[config.mk]
export PLATFORM = sky130hd
export DESIGN_NAME = seg_scan_reader_flat
export DESIGN_NICKNAME = d
export VERILOG_FILES = /design/src/rtl/seg_scan_reader_if.sv /design/src/rtl/seg_scan_reader.sv /design/src/flat_wrapper.sv
export SDC_FILE = /design/constraint.sdc
export NUM_CORES = 1
export LEC_CHECK = 0
export ABC_AREA = 0
export BUFFER_PORTS_ARGS = -buffer_cell sky130_fd_sc_hd__buf_2
export CORE_ASPECT_RATIO = 2
export CORE_UTILIZATION = 53
export DETAILED_ROUTE_END_ITERATION = 12
export HOLD_SLACK_MARGIN = 0.12
export PLACE_DENSITY_LB_ADDON = 0.05
export SETUP_SLACK_MARGIN = 0.05
export SLEW_MARGIN = 10
export SYNTH_ARGS = -nofsm -noshare
export SYNTH_HDL_FRONTEND = slang
export SYNTH_SLANG_ARGS = --single-unit
[constraint.sdc]
create_clock -name clk -period 3.6 [get_ports clk]
set_input_delay 0 -clock clk [delete_from_list [all_inputs] [get_ports clk]]
set_output_delay 0 -clock clk [all_outputs]
set_load 0.01 [all_outputs]
[src/rtl/seg_scan_reader_if.sv]
// Change-event handshake bundle for seg_scan_reader.
// Master drives the event payload; slave returns ready.
interface seg_scan_reader_if;
  logic       out_valid;
  logic       out_ready;
  logic [2:0] out_digit;
  logic [3:0] out_value;
  logic       out_blank;
  logic       out_err;

  modport master (
    output out_valid, out_digit, out_value,
    output out_blank, out_err,
    input  out_ready
  );

  modport slave (
    input  out_valid, out_digit, out_value,
    input  out_blank, out_err,
    output out_ready
  );
endinterface

[src/rtl/seg_scan_reader.sv]
// Multiplexed 7-segment bus reader: recovers per-digit values
// and reports changes through a single-entry event buffer.
module seg_scan_reader #(
  parameter int NUM_DIGITS    = 4,
  parameter int STABLE_CYCLES = 3,
  parameter bit DIG_ACT_HIGH  = 1'b1
) (
  input  logic                    clk,
  input  logic                    rst,
  input  logic [6:0]              seg_in,
  input  logic [NUM_DIGITS-1:0]   dig_sel,
  input  logic                    al,
  input  logic [2:0]              version,
  output logic [4*NUM_DIGITS-1:0] digit_value,
  output logic [NUM_DIGITS-1:0]   digit_blank,
  output logic [NUM_DIGITS-1:0]   digit_err,
  seg_scan_reader_if.master       ev,
  output logic                    frame_done,
  output logic                    ovf,
  input  logic                    clr_ovf
);

  localparam logic [3:0] STB = 4'(STABLE_CYCLES);

  logic [6:0]              seg_s1_q, seg_s2_q, pat_prev_q;
  logic [NUM_DIGITS-1:0]   sel_s1_q, sel_s2_q, sel_prev_q;
  logic [3:0]              run_q, run_d;
  logic [4*NUM_DIGITS-1:0] val_q;
  logic [NUM_DIGITS-1:0]   blank_q, err_q;
  logic                    ev_valid_q, ev_blank_q, ev_err_q;
  logic [2:0]              ev_digit_q;
  logic [3:0]              ev_value_q;
  logic                    frame_q, ovf_q;

  logic [6:0]            pat;
  logic [NUM_DIGITS-1:0] sel;
  logic                  one, same, capture, chg;
  logic [2:0]            idx;
  logic [3:0]            cur_val;
  logic                  cur_blank, cur_err;
  logic [5:0]            dec;

  // Returns {err, blank, value}; extended codes win over digits.
  function automatic logic [5:0] decode(
    input logic [6:0] p,
    input logic [2:0] v
  );
    logic [41:0] tab;
    int          n;
    logic [3:0]  x;
    logic        hit;
    logic        bl;
    logic        er;
    tab = '0;
    n   = 0;
    x   = 4'd0;
    hit = 1'b0;
    bl  = 1'b0;
    er  = 1'b0;
    case (v)
      3'd1: begin
        tab = {7'h58, 7'h4C, 7'h62, 7'h69, 7'h78, 7'h00};
        n   = 5;
      end
      3'd2: begin
        tab = {7'h5C, 7'h63, 7'h01, 7'h40, 7'h08, 7'h00};
        n   = 5;
      end
      3'd4: begin
        tab = {7'h08, 7'h48, 7'h49, 7'h41, 7'h01, 7'h00};
        n   = 5;
      end
      3'd5: begin
        tab = {7'h40, 7'h38, 7'h39, 7'h31, 7'h79, 7'h00};
        n   = 5;
      end
      3'd6: begin
        tab = {7'h40, 7'h79, 7'h76, 7'h38, 7'h73, 7'h00};
        n   = 5;
      end
      3'd7: begin
        tab = {7'h77, 7'h7C, 7'h39, 7'h5E, 7'h79, 7'h71};
        n   = 6;
      end
      default: begin
        tab = '0;
        n   = 0;
      end
    endcase
    for (int k = 0; k < 6; k++) begin
      if (!hit && k < n && p == tab[41-7*k -: 7]) begin
        hit = 1'b1;
        x   = 4'(10 + k);
      end
    end
    if (!hit) begin
      case (p)
        7'h00:        bl = 1'b1;
        7'h3F:        x  = 4'd0;
        7'h06:        x  = 4'd1;
        7'h5B:        x  = 4'd2;
        7'h4F:        x  = 4'd3;
        7'h66:        x  = 4'd4;
        7'h6D:        x  = 4'd5;
        7'h7D, 7'h7C: x  = 4'd6;
        7'h27, 7'h07: x  = 4'd7;
        7'h7F:        x  = 4'd8;
        7'h6F, 7'h67: x  = 4'd9;
        default: begin
          er = 1'b1;
          x  = 4'hF;
        end
      endcase
    end
    return {er, bl, x};
  endfunction

  always_comb begin
    pat  = al ? seg_s2_q : ~seg_s2_q;
    sel  = DIG_ACT_HIGH ? sel_s2_q : ~sel_s2_q;
    one  = $onehot(sel);
    same = (pat == pat_prev_q) && (sel == sel_prev_q);
    if (!one)
      run_d = 4'd0;
    else if (!same)
      run_d = 4'd1;
    else if (run_q == STB)
      run_d = run_q;
    else
      run_d = run_q + 4'd1;
    // Saturation at STB means a long dwell captures only once.
    capture   = one && (run_d == STB) && (run_q != STB);
    idx       = 3'd0;
    cur_val   = 4'd0;
    cur_blank = 1'b0;
    cur_err   = 1'b0;
    for (int i = 0; i < NUM_DIGITS; i++) begin
      if (sel[i]) begin
        idx       = 3'(i);
        cur_val   = val_q[4*i +: 4];
        cur_blank = blank_q[i];
        cur_err   = err_q[i];
      end
    end
    dec = decode(pat, version);
    chg = dec != {cur_err, cur_blank, cur_val};
  end

  always_ff @(posedge clk or posedge rst) begin
    if (rst) begin
      seg_s1_q   <= '0;
      seg_s2_q   <= '0;
      sel_s1_q   <= '0;
      sel_s2_q   <= '0;
      pat_prev_q <= '0;
      sel_prev_q <= '0;
      run_q      <= '0;
      val_q      <= '0;
      blank_q    <= '1;
      err_q      <= '0;
      ev_valid_q <= 1'b0;
      ev_digit_q <= '0;
      ev_value_q <= '0;
      ev_blank_q <= 1'b0;
      ev_err_q   <= 1'b0;
      frame_q    <= 1'b0;
      ovf_q      <= 1'b0;
    end else begin
      seg_s1_q   <= seg_in;
      seg_s2_q   <= seg_s1_q;
      sel_s1_q   <= dig_sel;
      sel_s2_q   <= sel_s1_q;
      pat_prev_q <= pat;
      sel_prev_q <= sel;
      run_q      <= run_d;
      frame_q    <= capture && sel[NUM_DIGITS-1];
      if (capture) begin
        for (int i = 0; i < NUM_DIGITS; i++) begin
          if (sel[i]) begin
            val_q[4*i +: 4] <= dec[3:0];
            blank_q[i]      <= dec[4];
            err_q[i]        <= dec[5];
          end
        end
      end
      if (capture && chg && (!ev_valid_q || ev.out_ready)) begin
        ev_valid_q <= 1'b1;
        ev_digit_q <= idx;
        ev_value_q <= dec[3:0];
        ev_blank_q <= dec[4];
        ev_err_q   <= dec[5];
      end else if (ev_valid_q && ev.out_ready) begin
        ev_valid_q <= 1'b0;
      end
      if (capture && chg && ev_valid_q && !ev.out_ready)
        ovf_q <= 1'b1;
      else if (clr_ovf)
        ovf_q <= 1'b0;
    end
  end

  assign digit_value  = val_q;
  assign digit_blank  = blank_q;
  assign digit_err    = err_q;
  assign ev.out_valid = ev_valid_q;
  assign ev.out_digit = ev_digit_q;
  assign ev.out_value = ev_value_q;
  assign ev.out_blank = ev_blank_q;
  assign ev.out_err   = ev_err_q;
  assign frame_done   = frame_q;
  assign ovf          = ovf_q;

endmodule

[src/flat_wrapper.sv]
// flat-port wrapper written by rule: the top's interface ports become plain ports
module seg_scan_reader_flat 
#(
  parameter int NUM_DIGITS    = 4,
  parameter int STABLE_CYCLES = 3,
  parameter bit DIG_ACT_HIGH  = 1'b1
)
  (clk, rst, seg_in, dig_sel, al, version, digit_value, digit_blank, digit_err, frame_done, ovf, clr_ovf, ev_out_valid, ev_out_digit, ev_out_value, ev_out_blank, ev_out_err, ev_out_ready);
  seg_scan_reader_if ev_i ();
  input  logic clk;
  input  logic rst;
  input  logic [6:0] seg_in;
  input  logic [NUM_DIGITS-1:0] dig_sel;
  input  logic al;
  input  logic [2:0] version;
  output logic [4*NUM_DIGITS-1:0] digit_value;
  output logic [NUM_DIGITS-1:0] digit_blank;
  output logic [NUM_DIGITS-1:0] digit_err;
  output logic frame_done;
  output logic ovf;
  input  logic clr_ovf;
  output wire logic [$bits(ev_i.out_valid)-1:0] ev_out_valid;
  output wire logic [$bits(ev_i.out_digit)-1:0] ev_out_digit;
  output wire logic [$bits(ev_i.out_value)-1:0] ev_out_value;
  output wire logic [$bits(ev_i.out_blank)-1:0] ev_out_blank;
  output wire logic [$bits(ev_i.out_err)-1:0] ev_out_err;
  input wire logic [$bits(ev_i.out_ready)-1:0] ev_out_ready;
  assign ev_out_valid = ev_i.out_valid;
  assign ev_out_digit = ev_i.out_digit;
  assign ev_out_value = ev_i.out_value;
  assign ev_out_blank = ev_i.out_blank;
  assign ev_out_err = ev_i.out_err;
  assign ev_i.out_ready = ev_out_ready;
  seg_scan_reader #(.NUM_DIGITS(NUM_DIGITS), .STABLE_CYCLES(STABLE_CYCLES), .DIG_ACT_HIGH(DIG_ACT_HIGH)) u_core (.clk(clk), .rst(rst), .seg_in(seg_in), .dig_sel(dig_sel), .al(al), .version(version), .digit_value(digit_value), .digit_blank(digit_blank), .digit_err(digit_err), .ev(ev_i), .frame_done(frame_done), .ovf(ovf), .clr_ovf(clr_ovf));
endmodule
==> Implementation_results.wiki <==
{| class="wikitable"
! Metric !! Value
|-
| Outcome || completed
|-
| Seq cells post-synth || 72
|-
| Count of boundary I/O pins || 55
|-
| Die boundary width || 69.70 um
|-
| Final RePlAce weighted congestion || 0.9746
|-
| Number of flops mapped to enable cells by yosys || 0
|-
| Total of endpoints with negative setup slack in the final report || 0
|-
| Hold wc startpoint || al
|-
| Clock root buffer master || sky130_fd_sc_hd__clkbuf_16
|-
| Final total negative setup slack || 0 ns
|-
| Reg2reg end || u_core.ev.out_value[2]
|-
| Final clock period utilization by the worst path || 94.94%
|-
| Multiplexer fraction of the synthesized cell area || 8.808%
|-
| Clock slew at reported path FFs || 0.05 ns
|-
| CP Data Required Time || 3.81 ns
|-
| Ys async rst share || 100.0%
|-
| Number of vias per cell after detailed routing || 6.199
|-
| Setup repair after global routing missed its margin || no
|-
| Max-cap check violation count || 0
|-
| Clock period minus worst slack || 3.418 ns
|-
| Count of cells along the worst hold path || 3
|-
| CTS tree || done
|-
| Leading cell types in the layout, fill and taps excluded || 66 x sky130_fd_sc_hd__dfrtp_1, 53 x sky130_fd_sc_hd__buf_2, 43 x sky130_fd_sc_hd__buf_4, 38 x sky130_fd_sc_hd__nand2_1, 30 x sky130_fd_sc_hd__nor2_1
|-
| Syn nets || 540
|-
| Setup slack, reg-to-reg || 0.18 ns
|-
| Post-Synth Adder-Cell Area || 1.700%
|-
| Distinct cell type count of the synthesized netlist || 76
|-
| Sequential cell area fraction in the yosys report || 37.19%
|-
| Count of vias placed by the detailed router || 4370
|-
| Port Buffers || 53
|-
| Maximum level of the CTS H-tree || 3
|-
| Leak || 2.643 nW
|-
| Multi-input gate area || 2841 sq um
|-
| Routed length per instance || 20.86 um
|-
| Count of unresolved DRC violations after routing || 0
|-
| XOR/XNOR Fraction of Synth Area || 6.799%
|-
| GRT Residual Overflow || 0
|-
| Type of the worst setup path || register to register
|-
| Pre-antenna DRT Iters || 6
|-
| FF/Latch Area || 1809 sq um
|-
| Worst-Skew Late Latency || 0.33 ns
|-
| Number of global-route vias before repair || 4318
|-
| Depth of the worst register-to-register path || 11
|-
| Deepest clock path buffer count || 2
|-
| Crit-path max FO || 18
|-
| Mean Syn Cell Area || 9.434 sq um
|-
| Post-route antenna net violation count || 0
|-
| Global-route usage over all layers || 31.94%
|-
| Total wirelength of the detailed-routed design || 14710 um
|-
| Pin count of the biggest net entering global routing || 47
|-
| Synth Area in Simple Gates || 20.63%
|-
| Count of mapped cells out of synthesis || 515
|-
| Die area || 9577 sq um
|-
| Share of cells above drive strength 1 || 27.53%
|-
| Crit start category || register
|-
| Total inserted antenna cells || 0
|-
| Worst clock skew on the final layout || 0.003751 ns
|-
| Transition time of the tightest slew-check pin || 0.9226 ns
|-
| First-pass GRT wire length || 22740 um
|-
| Total power after layout || 0.002067 W
|-
| Area fraction in compound gates after synthesis || 18.75%
|-
| Max-slew violations || 0
|-
| Number of antenna violations at the first check in global routing || 0
|-
| Power Density || 350.4 nW/um^2
|-
| Timing-limited maximum frequency || 292.6 MHz
|-
| Worst min-delay path class || input port to register
|-
| Hold violation count in the final report || 0
|-
| Cell Area, Synth || 4858 sq um
|-
| Number of clock sinks || 72
|-
| Syn-to-layout area delta || 21.40%
|-
| Placeable Area || 8951 sq um
|-
| Worst hold path endpoint || u_core.pat_prev_q[1]
|-
| Most common library cell in the layout ignoring fill and taps || sky130_fd_sc_hd__dfrtp_1
|-
| Number of clock buffers inserted by TritonCTS || 9
|-
| Number of rows in the core area || 49
|-
| Sum of net half-perimeters after detailed placement || 11080 um
|-
| Vertical die dimension || 137.4 um
|-
| Dominant register cell in the synthesized netlist || sky130_fd_sc_hd__dfrtp_1
|-
| Final-layout fill cell count || 704
|-
| Area post-placement || 5383 sq um
|-
| Critical register-to-register path startpoint || u_core.seg_s2_q[6]
|-
| CP Data Arrival Time || 3.63 ns
|-
| Number of warnings reported in the yosys synthesis log || 0
|-
| Worst supply voltage drop on vdd || 428.2 uV
|-
| Nets || 623
|-
| Main combinational cell family by area after synthesis || simple AND/OR/NAND/NOR gates
|-
| Initial cell density of the core || 54.28%
|-
| Worst relative slew slack || 38.41%
|-
| 1st-iter DRT viols || 363
|-
| Final Instance Area || 5898 sq um
|-
| Type of destination of the critical path || register
|}
synthesized netlist by cell type (all sizes together), types with 5 or more instances:
master	n	area share, %
a22oi	6	0.93
o22ai	6	0.90
nor2	31	2.4
ha	5	1.3
nor4b	5	1.3
nand2b	15	1.9
o21ai	29	3.0
mux2	23	5.7
xnor2	21	4.1
nand3b	5	0.77
mux2i	15	3.1
xor2	15	2.7
nand2	38	2.9
and2	8	1.0
clkbuf	10	0.77
dfrtp	68	35
nor2b	18	2.3
nor3	11	1.2
o221ai	5	0.90
inv	16	1.2
nor3b	12	2.1
nand3	15	1.5
buf	31	4.0
a21oi	26	2.8
how the worst max path moves through the flow:
stage	from	to	slack, ns	cells after the start
CTS	u_core.seg_s2_q[1]	u_core.ev.out_value[2]	0.07	12
global route	u_core.seg_s2_q[6]	u_core.ev.out_value[2]	0.06	11
global placement	u_core.seg_s2_q[1]	u_core.ev.out_value[2]	0.16	12
floorplan	u_core.sel[3]	u_core.ev.out_err	0.1	12
detailed placement	u_core.seg_s2_q[1]	u_core.ev.out_err	0.08	12
finish	u_core.seg_s2_q[6]	u_core.ev.out_value[2]	0.18	11
state kept, by name, summed over array words and instances (netlist names), 2 cells and up:
register and flops:
u_core.digit_blank 4, u_core.digit_err 4, u_core.digit_value 16, u_core.ev.out_digit 2, u_core.ev.out_value 4, u_core.pat_prev_q 7
u_core.run_q 4, u_core.seg_s1_q 7, u_core.seg_s2_q 7, u_core.sel 4, u_core.sel_prev_q 4, u_core.sel_s1_q 4
stage by stage:
stage / hold slack (ns) / utilization [%] / setup WS [ns] / std cells
finish: 0.2834 / 65.89 / 0.1821 / 705
CTS: 0.2617 / 64.69 / 0.06831 / 701
detailed placement: 0.1094 / 60.13 / 0.08166 / 671
floorplan: 0.03143 / - / 0.09690 / 515
global route: 0.3114 / 65.89 / 0.05523 / 705
global placement: 0.1081 / 60.13 / 0.1633 / 671
critical path: stages, from the launching register on:
cell                       delay (ns)
sky130_fd_sc_hd__dfrtp_1         0.42
sky130_fd_sc_hd__buf_12          0.20
sky130_fd_sc_hd__and2_1          0.31
sky130_fd_sc_hd__a21oi_1         0.11
sky130_fd_sc_hd__o221a_1         0.24
sky130_fd_sc_hd__or4_1           0.52
sky130_fd_sc_hd__a311o_1         0.37
sky130_fd_sc_hd__xnor2_1         0.17
sky130_fd_sc_hd__nor2_1          0.10
sky130_fd_sc_hd__a311oi_4        0.34
sky130_fd_sc_hd__buf_4           0.21
sky130_fd_sc_hd__mux2_4          0.30
power by group:
group / total [W] / switching, W / leakage (nW) / internal, W
clock network: 0.000787 / 0.000305 / 0.130 / 0.000482
logic: 0.000423 / 0.000249 / 1.62 / 0.000174
registers: 0.000857 / 0.0000210 / 0.895 / 0.000836
total: 0.00207 / 0.000575 / 2.64 / 0.00149
timing repair:
item                                    CTS  global route
setup buffers                             0             4
endpoints found under the setup margin    0             9
endpoints found under the hold margin    57             0
gates resized for setup                   0            13
hold buffers                             14             0
logic make-up (layout without fill, tap and decap cells):
kind of cell | after synthesis | after routing
AO/OA/AOI/OAI | 127 | 127
XOR/XNOR | 36 | 36
adder cells (fa/ha/maj) | 6 | 6
buffers and inverters | 58 | 146
flip-flops | 72 | 72
multiplexers | 38 | 38
other | 1 | 1
AND/OR/NAND/NOR | 177 | 177
layout make-up:
| cell class | instances | area share [%] |
|---|---|---|
| Clock inverter | 3 | 0.2970 |
| Timing Repair Buffer | 113 | 13.36 |
| Inverter | 17 | 1.082 |
| Multi-Input combinational cell | 385 | 48.18 |
| Tap cell | 102 | 2.164 |
| Clock buffer | 13 | 4.243 |
| Sequential cell | 72 | 30.67 |
per-layer routing:
layer / routed length (um) / up-vias / GRT usage [%]
met5: 0 / - / 0
met1: 4945 / 2086 / 30.56
met4: 1145 / 0 / 25.00
li1: - / 2024 / -
met2: 8087 / 186 / 60.36
met3: 530 / 74 / 4.316
No activity file was read; power rests on OpenSTA's default activity.
